--- src/rtl/mldsa_op_sequencer.sv ---
// ML-DSA operation sequencer: steps the datapath through KEYGEN/SIGN/VERIFY programs.
// Optional WAIT watchdog enabled by defining MLDSA_SEQ_TIMEOUT_EN.
module mldsa_op_sequencer #(
  parameter int unsigned MAX_ATTEMPTS   = 8,
  parameter int unsigned TIMEOUT_CYCLES = 65535
) (
  input  logic       clk,
  input  logic       resetn,
  input  logic       start_pulse,
  input  logic [1:0] main_mode,
  output logic       op_valid,
  output logic [2:0] op_code,
  input  logic       op_ready,
  input  logic       op_done,
  input  logic       op_reject,
  output logic       busy,
  output logic       done,
  output logic [1:0] status,
  output logic [3:0] attempt_cnt
);

  // state  | meaning
  // IDLE   | waiting for an accepted start_pulse
  // ISSUE  | op_valid high until the datapath takes the step
  // WAIT   | step running, waiting for op_done
  // NEXT   | choose next step, retry, or finish
  // FINISH | one-cycle done pulse
  localparam logic [2:0] S_IDLE   = 3'd0;
  localparam logic [2:0] S_ISSUE  = 3'd1;
  localparam logic [2:0] S_WAIT   = 3'd2;
  localparam logic [2:0] S_NEXT   = 3'd3;
  localparam logic [2:0] S_FINISH = 3'd4;

  localparam logic [1:0] M_KEYGEN = 2'd0;
  localparam logic [1:0] M_SIGN   = 2'd1;
  localparam logic [1:0] M_VERIFY = 2'd2;

  localparam logic [2:0] OP_EXPAND_A = 3'd1;
  localparam logic [2:0] OP_SAMPLE   = 3'd2;
  localparam logic [2:0] OP_NTT      = 3'd3;
  localparam logic [2:0] OP_MATMUL   = 3'd4;
  localparam logic [2:0] OP_INTT     = 3'd5;
  localparam logic [2:0] OP_CHECK    = 3'd6;
  localparam logic [2:0] OP_PACK     = 3'd7;

  localparam logic [3:0] MAX_ATT = 4'(MAX_ATTEMPTS);
  // SIGN program index of SAMPLE, where a rejected attempt resumes
  localparam logic [2:0] SIGN_RETRY_PC = 3'd2;

  logic [2:0] state;
  logic [1:0] mode_q;
  logic [2:0] pc;
  logic       rej_q;
  logic [1:0] status_q;
  logic [3:0] attempt_q;
  logic [2:0] cur_op;

`ifdef MLDSA_SEQ_TIMEOUT_EN
  localparam logic [15:0] TMO_LAST = 16'(TIMEOUT_CYCLES - 1);
  logic [15:0] tmo_cnt;
`endif

  function automatic logic [2:0] step_op(input logic [1:0] m, input logic [2:0] i);
    logic [2:0] op;
    op = 3'd0;
    case (m)
      M_KEYGEN: case (i)
        3'd0: op = OP_EXPAND_A;  3'd1: op = OP_SAMPLE;  3'd2: op = OP_NTT;
        3'd3: op = OP_MATMUL;    3'd4: op = OP_INTT;    3'd5: op = OP_PACK;
        default: op = 3'd0;
      endcase
      M_SIGN: case (i)
        3'd0: op = OP_EXPAND_A;  3'd1: op = OP_NTT;     3'd2: op = OP_SAMPLE;
        3'd3: op = OP_MATMUL;    3'd4: op = OP_INTT;    3'd5: op = OP_CHECK;
        3'd6: op = OP_PACK;
        default: op = 3'd0;
      endcase
      M_VERIFY: case (i)
        3'd0: op = OP_EXPAND_A;  3'd1: op = OP_NTT;     3'd2: op = OP_MATMUL;
        3'd3: op = OP_INTT;      3'd4: op = OP_CHECK;
        default: op = 3'd0;
      endcase
      default: op = 3'd0;
    endcase
    return op;
  endfunction

  function automatic logic [2:0] last_pc(input logic [1:0] m);
    case (m)
      M_KEYGEN: return 3'd5;
      M_SIGN:   return 3'd6;
      default:  return 3'd4;
    endcase
  endfunction

  assign cur_op      = step_op(mode_q, pc);
  assign op_valid    = (state == S_ISSUE);
  assign op_code     = op_valid ? cur_op : 3'd0;
  assign busy        = (state == S_ISSUE) || (state == S_WAIT) || (state == S_NEXT);
  assign done        = (state == S_FINISH);
  assign status      = status_q;
  assign attempt_cnt = attempt_q;

  always_ff @(posedge clk or negedge resetn) begin
    if (!resetn) begin
      state     <= S_IDLE;
      mode_q    <= M_KEYGEN;
      pc        <= 3'd0;
      rej_q     <= 1'b0;
      status_q  <= 2'd0;
      attempt_q <= 4'd0;
`ifdef MLDSA_SEQ_TIMEOUT_EN
      tmo_cnt   <= 16'd0;
`endif
    end else begin
      case (state)
        S_IDLE: begin
          if (start_pulse) begin
            mode_q <= main_mode;
            pc     <= 3'd0;
            rej_q  <= 1'b0;
            if (main_mode == 2'd3) begin
              status_q  <= 2'd3;
              attempt_q <= 4'd0;
              state     <= S_FINISH;
            end else begin
              status_q  <= 2'd0;
              attempt_q <= (main_mode == M_SIGN) ? 4'd1 : 4'd0;
              state     <= S_ISSUE;
            end
          end
        end
        S_ISSUE: begin
          if (op_ready) begin
            state <= S_WAIT;
`ifdef MLDSA_SEQ_TIMEOUT_EN
            tmo_cnt <= 16'd0;
`endif
          end
        end
        S_WAIT: begin
          if (op_done) begin
            rej_q <= op_reject;
            state <= S_NEXT;
          end
`ifdef MLDSA_SEQ_TIMEOUT_EN
          else if (tmo_cnt == TMO_LAST) begin
            status_q <= 2'd3;
            state    <= S_FINISH;
          end else begin
            tmo_cnt <= tmo_cnt + 16'd1;
          end
`endif
        end
        S_NEXT: begin
          if (cur_op == OP_CHECK && rej_q) begin
            if (mode_q == M_VERIFY) begin
              status_q <= 2'd1;
              state    <= S_FINISH;
            end else if (attempt_q < MAX_ATT) begin
              attempt_q <= (attempt_q == 4'hF) ? 4'hF : attempt_q + 4'd1;
              pc        <= SIGN_RETRY_PC;
              state     <= S_ISSUE;
            end else begin
              status_q <= 2'd2;
              state    <= S_FINISH;
            end
          end else if (pc == last_pc(mode_q)) begin
            state <= S_FINISH;
          end else begin
            pc    <= pc + 3'd1;
            state <= S_ISSUE;
          end
        end
        S_FINISH: state <= S_IDLE;
        default:  state <= S_IDLE;
      endcase
    end
  end

endmodule

--- config.mk ---
export PLATFORM = sky130hd
export DESIGN_NAME = mldsa_op_sequencer
export DESIGN_NICKNAME = d
export VERILOG_FILES = /design/src/rtl/mldsa_op_sequencer.sv
export SDC_FILE = /design/constraint.sdc
export NUM_CORES = 1
export LEC_CHECK = 0
export ABC_AREA = 1
export CORE_ASPECT_RATIO = 1.2
export CORE_MARGIN = 4
export CORE_UTILIZATION = 50
export CTS_CLUSTER_DIAMETER = 80
export CTS_CLUSTER_SIZE = 30
export DETAILED_ROUTE_END_ITERATION = 8
export PLACE_DENSITY = 0.75
export SYNTH_ARGS = -nofsm -noshare
export SYNTH_HDL_FRONTEND = slang
export SYNTH_SLANG_ARGS = --single-unit
--- constraint.sdc ---
create_clock -name clk -period 2.5 [get_ports clk]
set_input_delay 0.375 -clock clk [delete_from_list [all_inputs] [get_ports clk]]
set_output_delay 0.375 -clock clk [all_outputs]
set_load 0.01 [all_outputs]
== After elaboration in Yosys (flattened, before gate mapping) ==
Cells that the tools add are included.
Word-level totals
  register bits: 15
  input bits: 8
Operators by class
  $add $sub $neg: 2
  $lt $le $gt $ge: 1
  equal/unequal tests: 27
  muxes and demuxes: 40
  reduce and logical (&&, ||, !) cells: 14
Operators with widths (count)
  3-bit 2-to-1 mux: 16
  3-bit case mux with 7 select lines: 1
  4-bit 2-to-1 mux: 5
  3-bit case mux with 6 select lines: 1
  3-bit == test, second input constant: 5
  3-bit case mux with 5 select lines: 1
  3-bit by 2-bit == test with 1-bit output, second input constant: 4
  3-bit case mux with 4 select lines: 1
  2-bit 2-to-1 mux: 5
  5-bit AND reduction: 2
  3-bit != test, second input constant: 3
  3-bit case mux with 3 select lines: 1
  2-bit case mux with 2 select lines: 2
  4-bit case mux with 2 select lines: 1
  3-bit by 1-bit == test with 1-bit output, second input constant: 2
  3-bit zero test: 2
  2-bit by 1-bit != test with 1-bit output, second input constant: 3
  2-bit != test, second input constant: 3
  3-bit case mux with 2 select lines: 1
  3-bit AND reduction: 2
  4-bit by 1-bit adder with 4-bit output, second input constant: 1
  2-bit by 1-bit == test with 1-bit output, second input constant: 2
  2-bit == test, second input constant: 2
  4-bit == test, second input constant: 1
  other kinds (12): 17

== Depth between registers and ports, before layout ==
Gate-level depths: netlist (run 1).
  depth after elaboration: 11
  gate-level depth with buffers: 15
  mapped depth without buffers: 15

== Least setup slack after synthesis (run 1) ==
No wires, ideal clock.
  path type: register to register
  start point: register pc[0]
  end point: register pc[0]
  setup time: 0.117 ns
  arrival time: 1.676 ns
  required time: 2.383 ns
  setup slack: 0.707 ns
  stages on the path, launching flop included: 13
  period minus slack after synthesis: 1.793 ns
  cell sequence: dfrtp_1 > inv_1 > ha_1 > o21ai_0 > nand3_1 > nand3_1 > nand2_2 > nor2_4 > nor2_2 > nand2_2 > nand2_2 > nand2_1 > nand2_1
On the way
  longest elaborated chain between the ends: 7
  elaborated cells on any way between the ends: 22
  those cells by class: add/sub: 1; eq/ne: 11; mux: 7; reduce/logical: 3
RTL lines
  start, declared: RTL line 52  | logic [2:0] pc;
  start signal, assigned: RTL line 171  | pc <= pc + 3'd1;
  3-bit == test (tied with other cells): RTL line 72  | M_SIGN: case (i)
  3-bit case mux with 7 select lines (tied with other cells): RTL line 72
  3-bit case mux with 3 select lines: RTL line 66  | case (m)
  3-bit == test: RTL line 156  | if (cur_op == OP_CHECK && rej_q) begin
  1-bit logical AND: RTL line 156
  3-bit by 2-bit != test with 1-bit output (no source line) (tied with other cells)
  5-bit AND reduction (no source line) / 3-bit case mux with 2 select lines (equally long branches)
Parallel ways exist; a longest one is shown, timed or not. The select of a mux whose other input is x is not followed.
A chain may end at the register's enable or synchronous reset.

== Worst setup path in the final report (run 1) ==
  start point: register pc[1]
  end point: output port op_code[2]
On the way
  longest elaborated chain between the ends: 4
  elaborated cells on any way between the ends: 12
  those cells by class: eq/ne: 6; mux: 5; reduce/logical: 1
RTL lines
  3-bit == test (tied with other cells): RTL line 72
  3-bit case mux with 7 select lines (tied with other cells): RTL line 72
  3-bit case mux with 3 select lines (*): RTL line 66
  3-bit 2-to-1 mux (*): RTL line 98  | assign op_code = op_valid ? cur_op : 3'd0;
  end, declared: RTL line 12  | output logic [2:0] op_code,
Every way passes the cells marked *; elsewhere a longest branch is shown, timed or not.

==> results.py, run 1 <==
metrics = {
    "outcome": {
        "status": "complete, no violations",
    },
    "placed_design": {
        "place_hpwl_um": 2300,
        "gp_congestion": 0.788,
        "port_buffers": 19,
    },
    "pwr": {
        "swShare_pct": 50.1,
        "ir_drop_mv": 0.589,
        "p_total_w": 0.00136,
        "p_per_area_nw_per_um2": 884,
        "p_clk_share_pct": 10.6,
        "pwr-share-seq_pct": 27.9,
        "p_sw_w": 0.000683,
        "power.leakage_nw": 0.823,
        "p_comb_share_pct": 61.5,
        "p_int_w": 0.000680,
    },
    "logic_synthesis": {
        "ys_warn_count": 0,
        "post-synth-top-count-cell": "nand2_1",
        "ys_types": 26,
        "synth-edff-count": 0,
        "synth_ff_type": "dfrtp_1",
        "async_flop_share_pct": 100,
        "synth.ff_latch_count": 15,
        "synthTopCellsByArea": "dfrtp_1 30%, nand2_1 16%, inv_1 9.2%, ha_1 5.9%, nor2_1 5.9%",
        "netlist_area_um2": 1260,
        "synth_area_leader_cell": "dfrtp_1",
        "avgSynthCellArea_um2": 6.76,
        "seq_area_frac_synth_pct": 29.7,
        "synth_top_area_share_pct": 29.7,
        "synthTopCellsByCount": "53 x nand2_1, 31 x inv_1, 20 x nor2_1",
        "synth_fp_nets": 201,
        "netlist_instances": 187,
    },
    "floorplanning": {
        "fp.dieArea_um2": 3400,
        "io_pins": 20,
        "die_y_um": 63.1,
        "die_x_um": 53.9,
        "initial_core_util_pct": 53.7,
        "core_area_um2": 2350,
        "rows": 19,
    },
    "global_routing": {
        "grt_pass1_vias": 1232,
        "grt_pass1_wl_um": 5000,
        "grt_start_max_net_pins": 16,
        "antenna_found_initial": 0,
        "grt.total_usage_pct": 19.3,
        "overflow": 0,
    },
    "critical_path": {
        "reg2reg_to": "pc[2]",
        "r2r-start": "pc[1]",
        "reg2reg_depth": 13,
        "worstSetupStartpoint": "pc[1]",
        "start_kind": "flip-flop",
        "cp.required_ns": 2.12,
        "ff2ff_setup_slack_ns": 0.50,
        "critPathCapture": "op_code[2]",
        "critPathCaptureType": "output port",
        "worstSetupPathType": "reg2out",
        "cp_data_arrival_time_ns": 1.76,
        "cp_max_fo": 4,
    },
    "final_layout": {
        "insertedDiodeCount": 0,
        "final_core_util_pct": 65.5,
        "areaGrowthSynthToFinish_pct": 21.9,
        "finalNetCount": 226,
        "drive_above_1_share_pct": 12.8,
    },
    "clock_tree": {
        "root_buffer": "clkbuf_4",
        "cts_buffers": 3,
        "hold_buffers": 0,
        "max-clock-path-buffers": 2,
        "clk_latency_ns": 0.29,
        "cts.sinks": 15,
        "clkTransAtPathRegs_ns": 0.09,
        "h-tree-depth": 1,
        "tritoncts": "built",
    },
    "route": {
        "drc": 0,
        "finalWirelength_um": 2890,
        "vias": 1237,
        "wl_per_cell_um": 11.9,
        "vias_per_cell": 5.11,
        "ant_nets": 0,
        "drt_iter0_markers": 27,
        "firstDrtPassIters": 6,
    },
    "timing": {
        "fin_setup_tns_ns": 0,
        "layout_min_cycle_time_ns": 2.14,
        "setup_viol": 0,
        "grt_setup_unrepaired": "no",
        "fmax_ghz": 0.468,
        "skew_ns": 0.00160,
        "tightest_slew_ns": 0.698,
        "post-route-period-util_pct": 85.4,
        "drv_slew": 0,
        "hold_violations": 0,
        "timing.slew.headroom_pct": 53.3,
    },
    "min_path": {
        "hp-class": "reg2reg",
    },
    "flow_run": {
        "maxCapViolCount": 0,
    },
}
power by group through the flow:
stage,sequential [W],combinational (W),clock [W]
6_report,0.000380,0.000838,0.000145
5_1_grt,0.000392,0.000927,0.000164
4_1_cts,0.000380,0.000836,0.000147
3_5_place_dp,0.000385,0.000827,0
3_3_place_gp,0.000382,0.000803,0
2_1_floorplan,0.000379,0.000573,0
per-layer routing:
metal  track usage [%]  vias up  part of all wire [%]
li1                  -      638                     -
met1              23.1      570                    45
met2              32.6       23                    50
met3              2.83        6                   2.9
met4              8.95        0                   2.0
met5                 0        -                     0
kinds of logic after synthesis:
| group | synth area share, % |
|---|---|
| buffers and inverters | 10.1 |
| AOI/OAI and AO/OA | 15.3 |
| and+or+nand+nor | 39.0 |
| adders and majority gates | 5.93 |
| DFF | 29.7 |
per-stage QoR:
stage / hold slack (ns) / worst slack [ns] / instances / instance area, µm²
after floorplan: 0.0794 / 0.707 / 187 / 1260
after global placement: 0.458 / 0.334 / 236 / 1490
after detailed placement: 0.475 / 0.273 / 236 / 1490
after CTS: 0.497 / 0.00871 / 241 / 1520
after global routing: 0.532 / 0.215 / 242 / 1540
final: 0.490 / 0.364 / 242 / 1540
repair_timing:
item | CTS | global route
buffers inserted | 1 | 1
gates cloned | 0 | 0
setup endpoints to repair | 3 | 3
gates resized for setup | 2 | 7
cell usage in the layout, fill, tap and decap left out, types with 2 or more instances in the layout:
master / instances
nand2_2: 3
nand3_4: 2
a21oi_1: 6
dfrtp_1: 14
o21ai_0: 13
inv_1: 29
nand2_1: 53
nand3_1: 11
nor2_1: 20
inv_2: 3
clkbuf_4: 3
ha_2: 2
nand3_2: 3
a31oi_1: 3
buf_4: 2
ha_1: 4
nor3_1: 2
o21ai_1: 5
nor2_4: 3
dlymetal6s2s_1: 3
clkdlybuf4s50_1: 16
state kept, by name, summed over array words and instances (netlist names):
name	flops
mode_q	2
status	2
state	3
attempt_cnt	4
rej_q	1
pc	3
area by class of cell:
cell class / instances / area [µm²]
fill: 218 / 812
multi-input combinational: 139 / 767
sequential: 15 / 377
timing repair buffer: 21 / 213
inverter: 32 / 120
tap: 31 / 38.8
clock buffer: 4 / 26.3
critical path, stage by stage, from the launching register on:
cell and delay, ns:
dfrtp_1 0.43, buf_4 0.15, ha_1 0.21, ha_1 0.19
inv_1 0.06, nand3_1 0.07, nand2_1 0.09, a31oi_1 0.09
dlymetal6s2s_1 0.18
worst min-delay path by stage:
stage / start / end / cells past startpoint / slack (ns)
after global placement: status[1] / status[1] / 2 / 0.46
final: status[0] / status[0] / 2 / 0.49
after global routing: resetn / attempt_cnt[3] / 1 / 0.53
after detailed placement: status[0] / status[0] / 2 / 0.48
after CTS: status[0] / status[0] / 2 / 0.50
after floorplan: resetn / attempt_cnt[0] / 0 / 0.08
No activity file was read; power rests on OpenSTA's default activity.
==> run 2, diff against run 1 <==
==> constraint.sdc (replaced) <==
create_clock -name clk -period 2.5 [get_ports clk]
set_input_delay 0.375 -clock clk [delete_from_list [all_inputs] [get_ports clk]]
set_output_delay 0.375 -clock clk [all_outputs]
set_load 0.02 [all_outputs]
==> results.py, run 2 (same netlist as run 1, synthesis figures left out) <==
metrics = {
    "floorplanning": {
        "rows": 19,
        "io_pins": 20,
        "fp.dieArea_um2": 3400,
        "die_y_um": 63.1,
        "die_x_um": 53.9,
        "initial_core_util_pct": 53.7,
        "core_area_um2": 2350,
    },
    "clock_tree": {
        "cts_buffers": 3,
        "cts.sinks": 15,
        "clk_latency_ns": 0.29,
        "tritoncts": "built",
        "root_buffer": "clkbuf_4",
        "hold_buffers": 0,
        "h-tree-depth": 1,
        "clkTransAtPathRegs_ns": 0.10,
        "max-clock-path-buffers": 2,
    },
    "flow_run": {
        "maxCapViolCount": 0,
    },
    "placed_design": {
        "port_buffers": 19,
        "place_hpwl_um": 2410,
        "gp_congestion": 0.799,
    },
    "route": {
        "finalWirelength_um": 3060,
        "vias_per_cell": 5.32,
        "drt_iter0_markers": 47,
        "ant_nets": 0,
        "wl_per_cell_um": 12.6,
        "drc": 0,
        "firstDrtPassIters": 5,
        "vias": 1287,
    },
    "final_layout": {
        "insertedDiodeCount": 0,
        "areaGrowthSynthToFinish_pct": 20.8,
        "drive_above_1_share_pct": 10.4,
        "mostFrequentLayoutCells": "53 x nand2_1, 31 x inv_1, 20 x nor2_1, 16 x clkdlybuf4s50_1, 15 x dfrtp_1",
        "mostFrequentLayoutCell": "nand2_1",
        "regArea_um2": 375,
        "fill_cells": 213,
        "largest_register_ffs": 4,
        "finalNetCount": 226,
        "multi_input_area_um2": 762,
    },
    "min_path": {
        "hp-class": "reg2reg",
    },
    "pwr": {
        "ir_drop_mv": 0.573,
        "p_per_area_nw_per_um2": 923,
        "power.leakage_nw": 0.801,
    },
    "timing": {
        "layout_min_cycle_time_ns": 2.33,
        "fmax_ghz": 0.429,
        "fin_setup_tns_ns": 0,
        "post-route-period-util_pct": 93.3,
        "skew_ns": 0.00383,
        "drv_slew": 0,
        "timing.slew.headroom_pct": 53.3,
        "hold_slack_ns": 0.483,
        "hold_violations": 0,
        "setup_viol": 0,
        "grt_setup_unrepaired": "no",
        "tightest_slew_ns": 0.698,
    },
    "critical_path": {
        "start_kind": "flip-flop",
        "worstSetupPathType": "reg2out",
        "cp.required_ns": 2.12,
        "critPathCaptureType": "output port",
        "cp_data_arrival_time_ns": 1.96,
        "cp_max_fo": 5,
    },
    "global_routing": {
        "grt.total_usage_pct": 19.6,
        "grt_pass1_vias": 1249,
        "grt_start_max_net_pins": 16,
        "overflow": 0,
        "grt_pass1_wl_um": 5110,
        "antenna_found_initial": 0,
    },
    "outcome": {
        "status": "complete, no violations",
    },
}
==> run 2: final cells by class <==
type / count / area share, %
timing repair buffer: 21 / 13.4
inverter: 32 / 7.86
sequential: 15 / 24.6
multi-input combinational: 139 / 49.9
tap: 31 / 2.54
clock buffer: 4 / 1.72
==> run 2: worst paths after layout <==
kind	cells after the start	endpoint	slack [ns]	from
setup / recovery	9	op_code[0]	0.17	pc[0]
hold / removal	2	status[1]	0.48	status[1]
setup reg to reg	13	state[0]	0.45	pc[0]
hold reg to reg	2	status[1]	0.48	status[1]
max in group asynchronous	1	state[2]	1.56	resetn
min in group asynchronous	1	attempt_cnt[3]	0.49	resetn
==> run 2: stage by stage <==
step | instance area, µm² | instances | power (W) | utilization [%] | worst slack, ns
2_1_floorplan | 1260 | 187 | 0.000992 | - | 0.483
3_3_place_gp | 1490 | 236 | 0.00122 | 63.2 | 0.262
3_5_place_dp | 1490 | 236 | 0.00127 | 63.2 | 0.186
4_1_cts | 1530 | 242 | 0.00141 | 64.8 | 0.00755
5_1_grt | 1530 | 242 | 0.00152 | 64.9 | 0.0557
6_report | 1530 | 242 | 0.00141 | 64.9 | 0.168
==> run 2: layer usage <==
layer / vias to the layer above / GRT usage, % / share of wire, %
met5: - / 0 / 0
met3: 12 / 1.42 / 3.5
met2: 44 / 34.2 / 51
li1: 640 / - / -
met1: 591 / 23.1 / 42
met4: 0 / 8.95 / 3.3
==> run 2: what timing repair did <==
item / 4_1_cts / 5_1_grt
resized for setup: 2 / 1
endpoints found under the setup margin: 3 / 1
buffers inserted: 2 / 0
gates cloned: 0 / 0
==> run 2: power by group <==
group	switching [W]	leakage, nW	internal (W)	total (W)
registers	0.0000705	0.199	0.000309	0.000380
logic	0.000581	0.587	0.000304	0.000884
clock network	0.0000844	0.0150	0.0000621	0.000147
total	0.000736	0.801	0.000675	0.00141
==> run 2: worst max-delay path: stages, from the launching register on <==
cell and delay (ns):
dfrtp_1 0.42, inv_1 0.15, ha_1 0.21, inv_1 0.05, nand2_1 0.09, nand2_1 0.08, nand3_1 0.07, nand3_1 0.10
a21oi_1 0.15, dlygate4sd2_1 0.34
